==> src/rtl/debug_pkg.sv <==
// Shared definitions for the debug dump path: byte/frame geometry and the
// UART framer state encoding.
package debug_pkg;

    localparam int NB_BYTE          = 8;
    localparam int NB_CONTROL_FRAME = 32;
    localparam int BYTES_PER_FRAME  = NB_CONTROL_FRAME / NB_BYTE;

    typedef enum logic [1:0] {
        ST_IDLE  = 2'd0,
        ST_START = 2'd1,
        ST_WAIT  = 2'd2
    } state_t;

    function automatic int bytes_per_frame(input int nb_frame, input int nb_byte);
        return nb_frame / nb_byte;
    endfunction

    // A frame must split into a whole, non-zero number of bytes.
    function automatic bit frame_is_byte_aligned(input int nb_frame, input int nb_byte);
        return (nb_byte > 0) && (nb_frame >= nb_byte) && ((nb_frame % nb_byte) == 0);
    endfunction

endpackage

==> src/rtl/debug_sync_fifo.sv <==
// Synchronous word FIFO between the latch controller burst and the UART framer.
// Pushes are refused on the registered full flag; a refused push sets a sticky overflow.
module debug_sync_fifo #(
    parameter int NB_DATA    = 32,
    parameter int LOG2_DEPTH = 4
) (
    input  logic               i_clock,
    input  logic               i_reset,
    input  logic [NB_DATA-1:0] i_data,
    input  logic               i_push,
    input  logic               i_pop,
    output logic [NB_DATA-1:0] o_data,
    output logic               o_empty,
    output logic               o_full,
    output logic               o_overflow
);

    localparam int DEPTH = 2 ** LOG2_DEPTH;
    localparam logic [LOG2_DEPTH:0] COUNT_FULL = (LOG2_DEPTH + 1)'(DEPTH);

    logic [NB_DATA-1:0]    r_mem [DEPTH];
    logic [LOG2_DEPTH-1:0] r_wr_ptr;
    logic [LOG2_DEPTH-1:0] r_rd_ptr;
    logic [LOG2_DEPTH:0]   r_count;
    logic                  r_overflow;

    logic w_full;
    logic w_empty;
    logic w_push_ok;
    logic w_pop_ok;

    assign w_full    = (r_count == COUNT_FULL);
    assign w_empty   = (r_count == '0);
    assign w_push_ok = i_push & ~w_full;
    assign w_pop_ok  = i_pop & ~w_empty;

    // NOTE: state is updated with non-blocking assignments so every register
    // samples the pre-edge values, independent of statement order.
    always_ff @(posedge i_clock) begin
        if (i_reset) begin
            r_wr_ptr   <= '0;
            r_rd_ptr   <= '0;
            r_count    <= '0;
            r_overflow <= 1'b0;
        end else begin
            if (w_push_ok) begin
                r_wr_ptr <= r_wr_ptr + 1'b1;
            end
            if (w_pop_ok) begin
                r_rd_ptr <= r_rd_ptr + 1'b1;
            end
            unique case ({w_push_ok, w_pop_ok})
                2'b10:   r_count <= r_count + 1'b1;
                2'b01:   r_count <= r_count - 1'b1;
                default: ;
            endcase
            if (i_push && w_full) begin
                r_overflow <= 1'b1;
            end
        end
    end

    // NOTE: storage has no reset; the count and pointers alone decide which
    // entries are valid, so stale words are never observed.
    always_ff @(posedge i_clock) begin
        if (w_push_ok) begin
            r_mem[r_wr_ptr] <= i_data;
        end
    end

    assign o_data     = r_mem[r_rd_ptr];
    assign o_empty    = w_empty;
    assign o_full     = w_full;
    assign o_overflow = r_overflow;

endmodule

==> src/rtl/debug_uart_tx_framer.sv <==
// Buffers debug frame words and feeds them to the UART transmitter one byte at a
// time, MSB first, through a start/done handshake.
module debug_uart_tx_framer #(
    parameter int NB_CONTROL_FRAME = debug_pkg::NB_CONTROL_FRAME,
    parameter int NB_BYTE          = debug_pkg::NB_BYTE,
    parameter int LOG2_FIFO_DEPTH  = 4
) (
    input  logic                        i_clock,
    input  logic                        i_reset,
    input  logic [NB_CONTROL_FRAME-1:0] i_frame,
    input  logic                        i_frame_valid,
    input  logic                        i_tx_done,
    output logic [NB_BYTE-1:0]          o_tx_data,
    output logic                        o_tx_start,
    output logic                        o_fifo_full,
    output logic                        o_overflow,
    output logic                        o_busy
);

    localparam int BYTES_PER_FRAME = debug_pkg::bytes_per_frame(NB_CONTROL_FRAME, NB_BYTE);
    localparam int NB_BCNT         = (BYTES_PER_FRAME > 1) ? $clog2(BYTES_PER_FRAME) : 1;
    localparam logic [NB_BCNT-1:0] LAST_BYTE = NB_BCNT'(BYTES_PER_FRAME - 1);

    if (!debug_pkg::frame_is_byte_aligned(NB_CONTROL_FRAME, NB_BYTE)) begin : g_bad_frame_width
        $error("NB_CONTROL_FRAME must be a non-zero multiple of NB_BYTE");
    end

    debug_pkg::state_t r_state;
    debug_pkg::state_t w_state_next;

    logic [NB_CONTROL_FRAME-1:0] r_shift;
    logic [NB_BCNT-1:0]          r_byte_cnt;

    logic [NB_CONTROL_FRAME-1:0] w_head;
    logic                        w_empty;
    logic                        w_pop;
    logic                        w_shift;
    logic                        w_tx_start;

    debug_sync_fifo #(
        .NB_DATA    (NB_CONTROL_FRAME),
        .LOG2_DEPTH (LOG2_FIFO_DEPTH)
    ) u_fifo (
        .i_clock    (i_clock),
        .i_reset    (i_reset),
        .i_data     (i_frame),
        .i_push     (i_frame_valid),
        .i_pop      (w_pop),
        .o_data     (w_head),
        .o_empty    (w_empty),
        .o_full     (o_fifo_full),
        .o_overflow (o_overflow)
    );

    always_ff @(posedge i_clock) begin
        if (i_reset) begin
            r_state <= debug_pkg::ST_IDLE;
        end else begin
            r_state <= w_state_next;
        end
    end

    // NOTE: every signal driven here gets a default first, so no path through
    // the case statement can leave one unassigned and infer a latch.
    always_comb begin
        w_state_next = r_state;
        w_pop        = 1'b0;
        w_shift      = 1'b0;
        w_tx_start   = 1'b0;
        unique case (r_state)
            debug_pkg::ST_IDLE: begin
                if (!w_empty) begin
                    w_pop        = 1'b1;
                    w_state_next = debug_pkg::ST_START;
                end
            end
            debug_pkg::ST_START: begin
                w_tx_start   = 1'b1;
                w_state_next = debug_pkg::ST_WAIT;
            end
            debug_pkg::ST_WAIT: begin
                if (i_tx_done) begin
                    if (r_byte_cnt == LAST_BYTE) begin
                        w_state_next = debug_pkg::ST_IDLE;
                    end else begin
                        w_shift      = 1'b1;
                        w_state_next = debug_pkg::ST_START;
                    end
                end
            end
            default: w_state_next = debug_pkg::ST_IDLE;
        endcase
    end

    // The head word is loaded whole; later bytes reach the top by shifting left.
    always_ff @(posedge i_clock) begin
        if (i_reset) begin
            r_shift    <= '0;
            r_byte_cnt <= '0;
        end else if (w_pop) begin
            r_shift    <= w_head;
            r_byte_cnt <= '0;
        end else if (w_shift) begin
            r_shift    <= r_shift << NB_BYTE;
            r_byte_cnt <= r_byte_cnt + 1'b1;
        end
    end

    assign o_tx_data = r_shift[NB_CONTROL_FRAME-1 -: NB_BYTE];

    // Masked during reset so a word caught in START is not requested as it is discarded.
    assign o_tx_start = w_tx_start & ~i_reset;
    assign o_busy     = ~w_empty | (r_state != debug_pkg::ST_IDLE);

endmodule

==> config.mk <==
export PLATFORM = sky130hd
export DESIGN_NAME = debug_uart_tx_framer
export DESIGN_NICKNAME = d
export VERILOG_FILES = /design/src/rtl/debug_pkg.sv /design/src/rtl/debug_sync_fifo.sv /design/src/rtl/debug_uart_tx_framer.sv
export SDC_FILE = /design/constraint.sdc
export NUM_CORES = 1
export LEC_CHECK = 0
export CORE_MARGIN = 2
export CORE_UTILIZATION = 39
export DETAILED_ROUTE_END_ITERATION = 10
export PLACE_DENSITY = 0.58
export SYNTH_ARGS = -nofsm -noshare
export SYNTH_HDL_FRONTEND = slang
export SYNTH_SLANG_ARGS = --single-unit
export TNS_END_PERCENT = 5
==> constraint.sdc <==
create_clock -name i_clock -period 6.1 [get_ports i_clock]
set_input_delay 1.83 -clock i_clock [delete_from_list [all_inputs] [get_ports i_clock]]
set_output_delay 1.83 -clock i_clock [all_outputs]
set_load 0.02 [all_outputs]
# Word level (Yosys, flattened, before mapping)
# Memories as Yosys holds them, arrays and structs flattened. A register that Yosys moved wholly into a read port is not among the register bits.
# Cells that the tools add are included.
totals:
  register_bits: 50
  latchBits: 0
  mem_bits_rw: 512
  mem_bits_ro: 0
  inputBits: 36
  out_inout_bits: 12
  elab_cells: 53
  mem_count: 1
memory_table:
  columns: ["memory", "depth", "word_bits", "rd", "rd_ports_with_merged_regs", "wr", "line_no", "text"]
  rows:
  - ["u_fifo.r_mem", 16, 32, 1, 1, 1, "debug_sync_fifo.sv:21", "logic [NB_DATA-1:0] r_mem [DEPTH];"]
classes:
  add_sub_neg: 5
  mul: 0
  div: 0
  n_lt_le_gt_ge: 0
  n_eq_ne: 8
  shift: 0
  n_mux: 17
  n_bitwise: 7
  reduce_logical: 8
ops:
  columns: ["cell", "n"]
  rows:
  - ["$mux W32", 2]
  - ["$pmux W5 S2", 1]
  - ["$mux W1", 9]
  - ["$add A4 B1 Y4 const B", 2]
  - ["$mux W4", 2]
  - ["$eq A2 B2 Y1 const B", 3]
  - ["$pmux W2 S3", 1]
  - ["$reduce_bool A2 Y1", 3]
  - ["$add A5 B1 Y5 const B", 1]
  - ["$eq A5 B5 Y1 const B", 1]
  - ["$logic_not A5 Y1", 1]
  - ["$sub A5 B1 Y5 const B", 1]
  - ["$eq A2 B1 Y1 const B", 2]
  - ["$mux W2", 2]
  - ["$ne A2 B2 Y1 const B", 2]
  - ["$and A1 B1 Y1", 3]
  - ["$not A1 Y1", 3]
  - ["$add A2 B1 Y2 const B", 1]
  - ["$logic_not A2 Y1", 1]
  - ["$reduce_and A2 Y1", 1]
  - ["$reduce_or A2 Y1", 1]
  - ["$logic_and A1 B1 Y1", 1]
  - ["$or A1 B1 Y1", 1]

# Logic depth before layout (Yosys ltp)
logic_depth:
  ltp_word: 6
  ltp_mapped: 10
  ltp_nobuf: 9

# Cells and area by module
# A second synthesis with hierarchy kept.
unflattened:
  hier_cells: 1095
  hier_area_um2: 21757.1
by_module_without_submodules:
  columns: ["module", "n_inst", "cells_per_inst", "area_each_um2", "seq_area_each_um2"]
  rows:
  - ["debug_sync_fifo", 1, 918, 20201.9, 15735.1]
  - ["debug_uart_tx_framer", 1, 177, 1555.2, 720.7]

# Least setup slack after synthesis
# OpenSTA, ideal clock, no wires.
synth_path:
  kind: "input -> register"
  from: "input i_frame_valid"
  to: "memory u_fifo.r_mem[3][0] (enable)"
  setup_time_ns: 0.461
  arrival_time_ns: 4.715
  t_required_ns: 5.639
  setup_slack_ns: 0.924
  path_stages: 3
  path_buffers: 0
  path_cell_list: "a21boi_1 nand2_1 nor3_1"
synth_via:
  elab_chain_cells: 3
synth_lines:
  columns: ["item", "line_no", "text"]
  rows:
  - ["start: declaration", "debug_uart_tx_framer.sv:11", "input logic i_frame_valid,"]
  - ["$and A1 B1 Y1", "debug_sync_fifo.sv:34", "assign w_push_ok = i_push & ~w_full;"]
  - ["$mux W1", "debug_sync_fifo.sv:66", "if (w_push_ok) begin"]
  - ["$mux W1 (implied by the code)", "debug_sync_fifo.sv:67", "r_mem[r_wr_ptr] <= i_data;"]
  - ["end: declaration", "debug_sync_fifo.sv:21", null]
# No other way between the ends.

# Worst setup path in the final report
layout_path:
  from: "input i_reset"
  to: "output o_tx_start"
layout_via:
  elab_chain_cells: 2
layout_lines:
  columns: ["item", "line_no", "text"]
  rows:
  - ["start: declaration", "debug_uart_tx_framer.sv:9", "input logic i_reset,"]
  - ["$not A1 Y1", "debug_uart_tx_framer.sv:112", "assign o_tx_start = w_tx_start & ~i_reset;"]
  - ["$and A1 B1 Y1", "debug_uart_tx_framer.sv:112", null]
  - ["end: declaration", "debug_uart_tx_framer.sv:14", "output logic o_tx_start,"]
# No other way between the ends.

==> results_dict.tcl <==
set metrics [dict create \
    rsz0062_at_grt "no" \
    fin_nets 1160 \
    dpl.cell_count 1803 \
    worstReg2RegStart "u_fifo.r_count[1]$_SDFFE_PP0P_" \
    grt_usage_pct 16.8 \
    drive_above_1_share_pct 25.2 \
    switching_power_mw 2.74 \
    viasPerCell 5.40 \
    min_to "u_fifo.o_overflow$_SDFFE_PP0P_" \
    gp_congestion 0.742 \
    clock.fmax_mhz 222 \
    grt_pass1_wl_mm 70.3 \
    p_comb_share_pct 20.1 \
    design_area_um2 25100 \
    syn-instance-count 1050 \
    path_class "input pin to primary output" \
    area_delta_synth_final_pct 15.2 \
    final_cell_mix "edfxtp_1 (512), mux4_2 (152), nand2_1 (62), clkbuf_16 (61), nor2_1 (52)" \
    worst_pin_slew_ns 0.953 \
    n_antenna_cell 0 \
    cts_root_buf "clkbuf_16" \
    slew_violations 0 \
    io_pins 48 \
    relSlewSlack_pct 36.5 \
    grt_max_degree 78 \
    cts_made_buffers 58 \
    power_density_nw_per_um2 408 \
    synth-xor-area-share_pct 0.403 \
    dpl_cell_area_um2 23200 \
    dr_total_vias 10334 \
    grt_pass1_vias 10489 \
    instances_no_fill 1912 \
    synth_seq_cells 566 \
    p_total_mw 10.2 \
    pwr-share-seq_pct 45.3 \
    clkLatencyLatePin_ns 0.61 \
    rr_worst_depth 10 \
    synth_compound_area_share_pct 2.48 \
    internal-power_mw 7.47 \
    wire_per_inst_um 24.8 \
    htreeDepth 2 \
    synth_ff_type "edfxtp_1" \
    synth_nets 1095 \
    clkPwrFrac_pct 34.6 \
    min_period_ns 4.50 \
    drv_cap 0 \
    clockBufferDepth 3 \
    firstDrtPassIters 7 \
    min-delay-start "u_fifo.o_overflow$_SDFFE_PP0P_" \
    min_period_over_period_pct 73.7 \
    drc 0 \
    cts_tree "yes" \
    post-cts-setup-buffers 0 \
    synth_top_family_by_area "multiplexers" \
    drt_iter0_markers 1074 \
    clock-sinks 566 \
    r2r_slack_ns 2.57 \
    start_util_pct 39.5 \
    postCtsHoldBufs 0 \
    wl_mm 47.4 \
    antenna_found_initial 3 \
    reg2reg_to "u_fifo.r_count[4]$_SDFFE_PP0P_" \
    die_y_um 240 \
    hold_depth 2 \
    hpwl_mm 28.1 \
    required_ns 4.27 \
    fill_cells 4670 \
    min_path_type "flop to flop" \
    multi_input_area_um2 5030 \
    yosys.area_share.adder_pct 0.518 \
    path_clk_slew_ns 0.06 \
    drtAntennaViolNets 0 \
    fp.coreArea_um2 55100 \
    ys_types 43 \
    cts_resized 0 \
    irDropWorstVdd_v 0.000218 \
    muxShareOfSynthArea_pct 16.0 \
    critPathMaxFanout 2 \
    yosysWarnings 0 \
    final_common_cell "edfxtp_1" \
    worstSetupEndpointType "primary output" \
    fin_tns_setup_ns 0 \
    clock_skew_ns 0.0202 \
    ys_seq_area_share_pct 75.7 \
    start_kind "input pin" \
    gr-total-overflow 0 \
    die_x_um 240 \
    syn_area_per_cell_um2 20.7 \
    worst-endpoint-arrival_ns 2.67 \
    hold_violations 0 \
    seq_area_um2 16500 \
    hold_slack_ns 0.474 \
    outcome "finished clean" \
    rows 86 \
    io_buffer_count 47 \
    syn_area_um2 21800 \
    ys_async_sr_fraction_pct 0 \
    switching_share_pct 26.8 \
    synth-edff-count 512 \
    p_leak_nw 7.67 \
    synth_simple_gate_area_share_pct 3.18 \
    die-area_um2 57700 \
    setup_viol 0 \
]
power by group through the flow:
stage                     clock [mW]  combinational [mW]  sequential (mW)
after floorplan                    0                1.54             4.58
after global placement             0                2.06             4.71
after detailed placement           0                2.07             4.71
after CTS                       3.60                2.08             4.63
after global routing            3.75                2.21             4.65
final                           3.53                2.05             4.63
cells in the mapped netlist, types with 3 or more instances:
cell type  instances  area share (%)
nand2_1           62             1.1
buf_1              8            0.14
edfxtp_1         512              71
xnor2_1            5            0.20
ha_1               9            0.52
clkbuf_1          26            0.45
mux4_2           152              16
buf_2             22            0.51
a22oi_1           16            0.55
or3b_2             3            0.12
nor3_1             9            0.21
nand2b_1           4            0.12
dfxtp_1           54             5.0
xor2_1             5            0.20
a311oi_1          24            0.97
nor2b_1            5            0.14
buf_4             12            0.41
mux2i_1            5            0.23
a21oi_1           15            0.35
a31oi_1            8            0.23
nor2_1            64             1.1
inv_1              5           0.086
cells by family after synthesis:
| group | count (synthesis) |
|---|---|
| XOR/XNOR | 10 |
| AND/OR/NAND/NOR | 158 |
| flip-flops | 566 |
| adder cells (fa/ha/maj) | 9 |
| buffers and inverters | 77 |
| AO/OA/AOI/OAI | 72 |
| multiplexers | 158 |
per-stage QoR:
| stage | worst slack (ns) | utilization (%) |
|---|---|---|
| finish | 1.60 | 45.5 |
| global route | 1.58 | 45.5 |
| CTS | 1.60 | 45.5 |
| detailed placement | 1.60 | 42.0 |
| global placement | 1.61 | 42.0 |
| floorplan | 0.924 | - |
worst max-delay path, stage by stage:
cell	delay (ns)
buf_2	0.10
nor2_1	0.11
clkdlybuf4s50_1	0.62
final cells by class:
class	count	area share, %
clock buffer	76	6.32
inverter	6	0.0899
sequential	566	65.7
timing repair buffer	76	2.78
tap	748	3.74
multi-input combinational	407	20.1
clock inverter	33	1.26
registers in the layout, indices dropped and copies added, names as in the netlist, named ones only:
register / cells
u_fifo.r_wr_ptr: 4
r_byte_cnt: 2
u_fifo.r_mem: 512
r_shift: 32
r_state: 2
u_fifo.r_rd_ptr: 4
u_fifo.o_overflow: 1
u_fifo.r_count: 5
worst max-delay path by stage:
stage / from / to / depth (start not counted)
3_5_place_dp: i_reset / o_tx_start / 3
3_3_place_gp: i_reset / o_tx_start / 3
5_1_grt: i_reset / o_tx_start / 3
6_report: i_reset / o_tx_start / 3
4_1_cts: i_reset / o_tx_start / 3
2_1_floorplan: i_frame_valid / u_fifo.r_mem[3][0]$_DFFE_PP_ / 3
per-layer routing:
metal | track usage [%] | vias to the layer above | wire [µm] | share of wire, %
met1 | 25.9 | 5542 | 22300 | 47
met5 | 0 | - | 0 | 0
met2 | 24.3 | 279 | 21100 | 45
met4 | 4.22 | 0 | 898 | 1.9
li1 | - | 4450 | - | -
met3 | 3.77 | 63 | 3010 | 6.4
No activity file was read; power rests on OpenSTA's default activity.
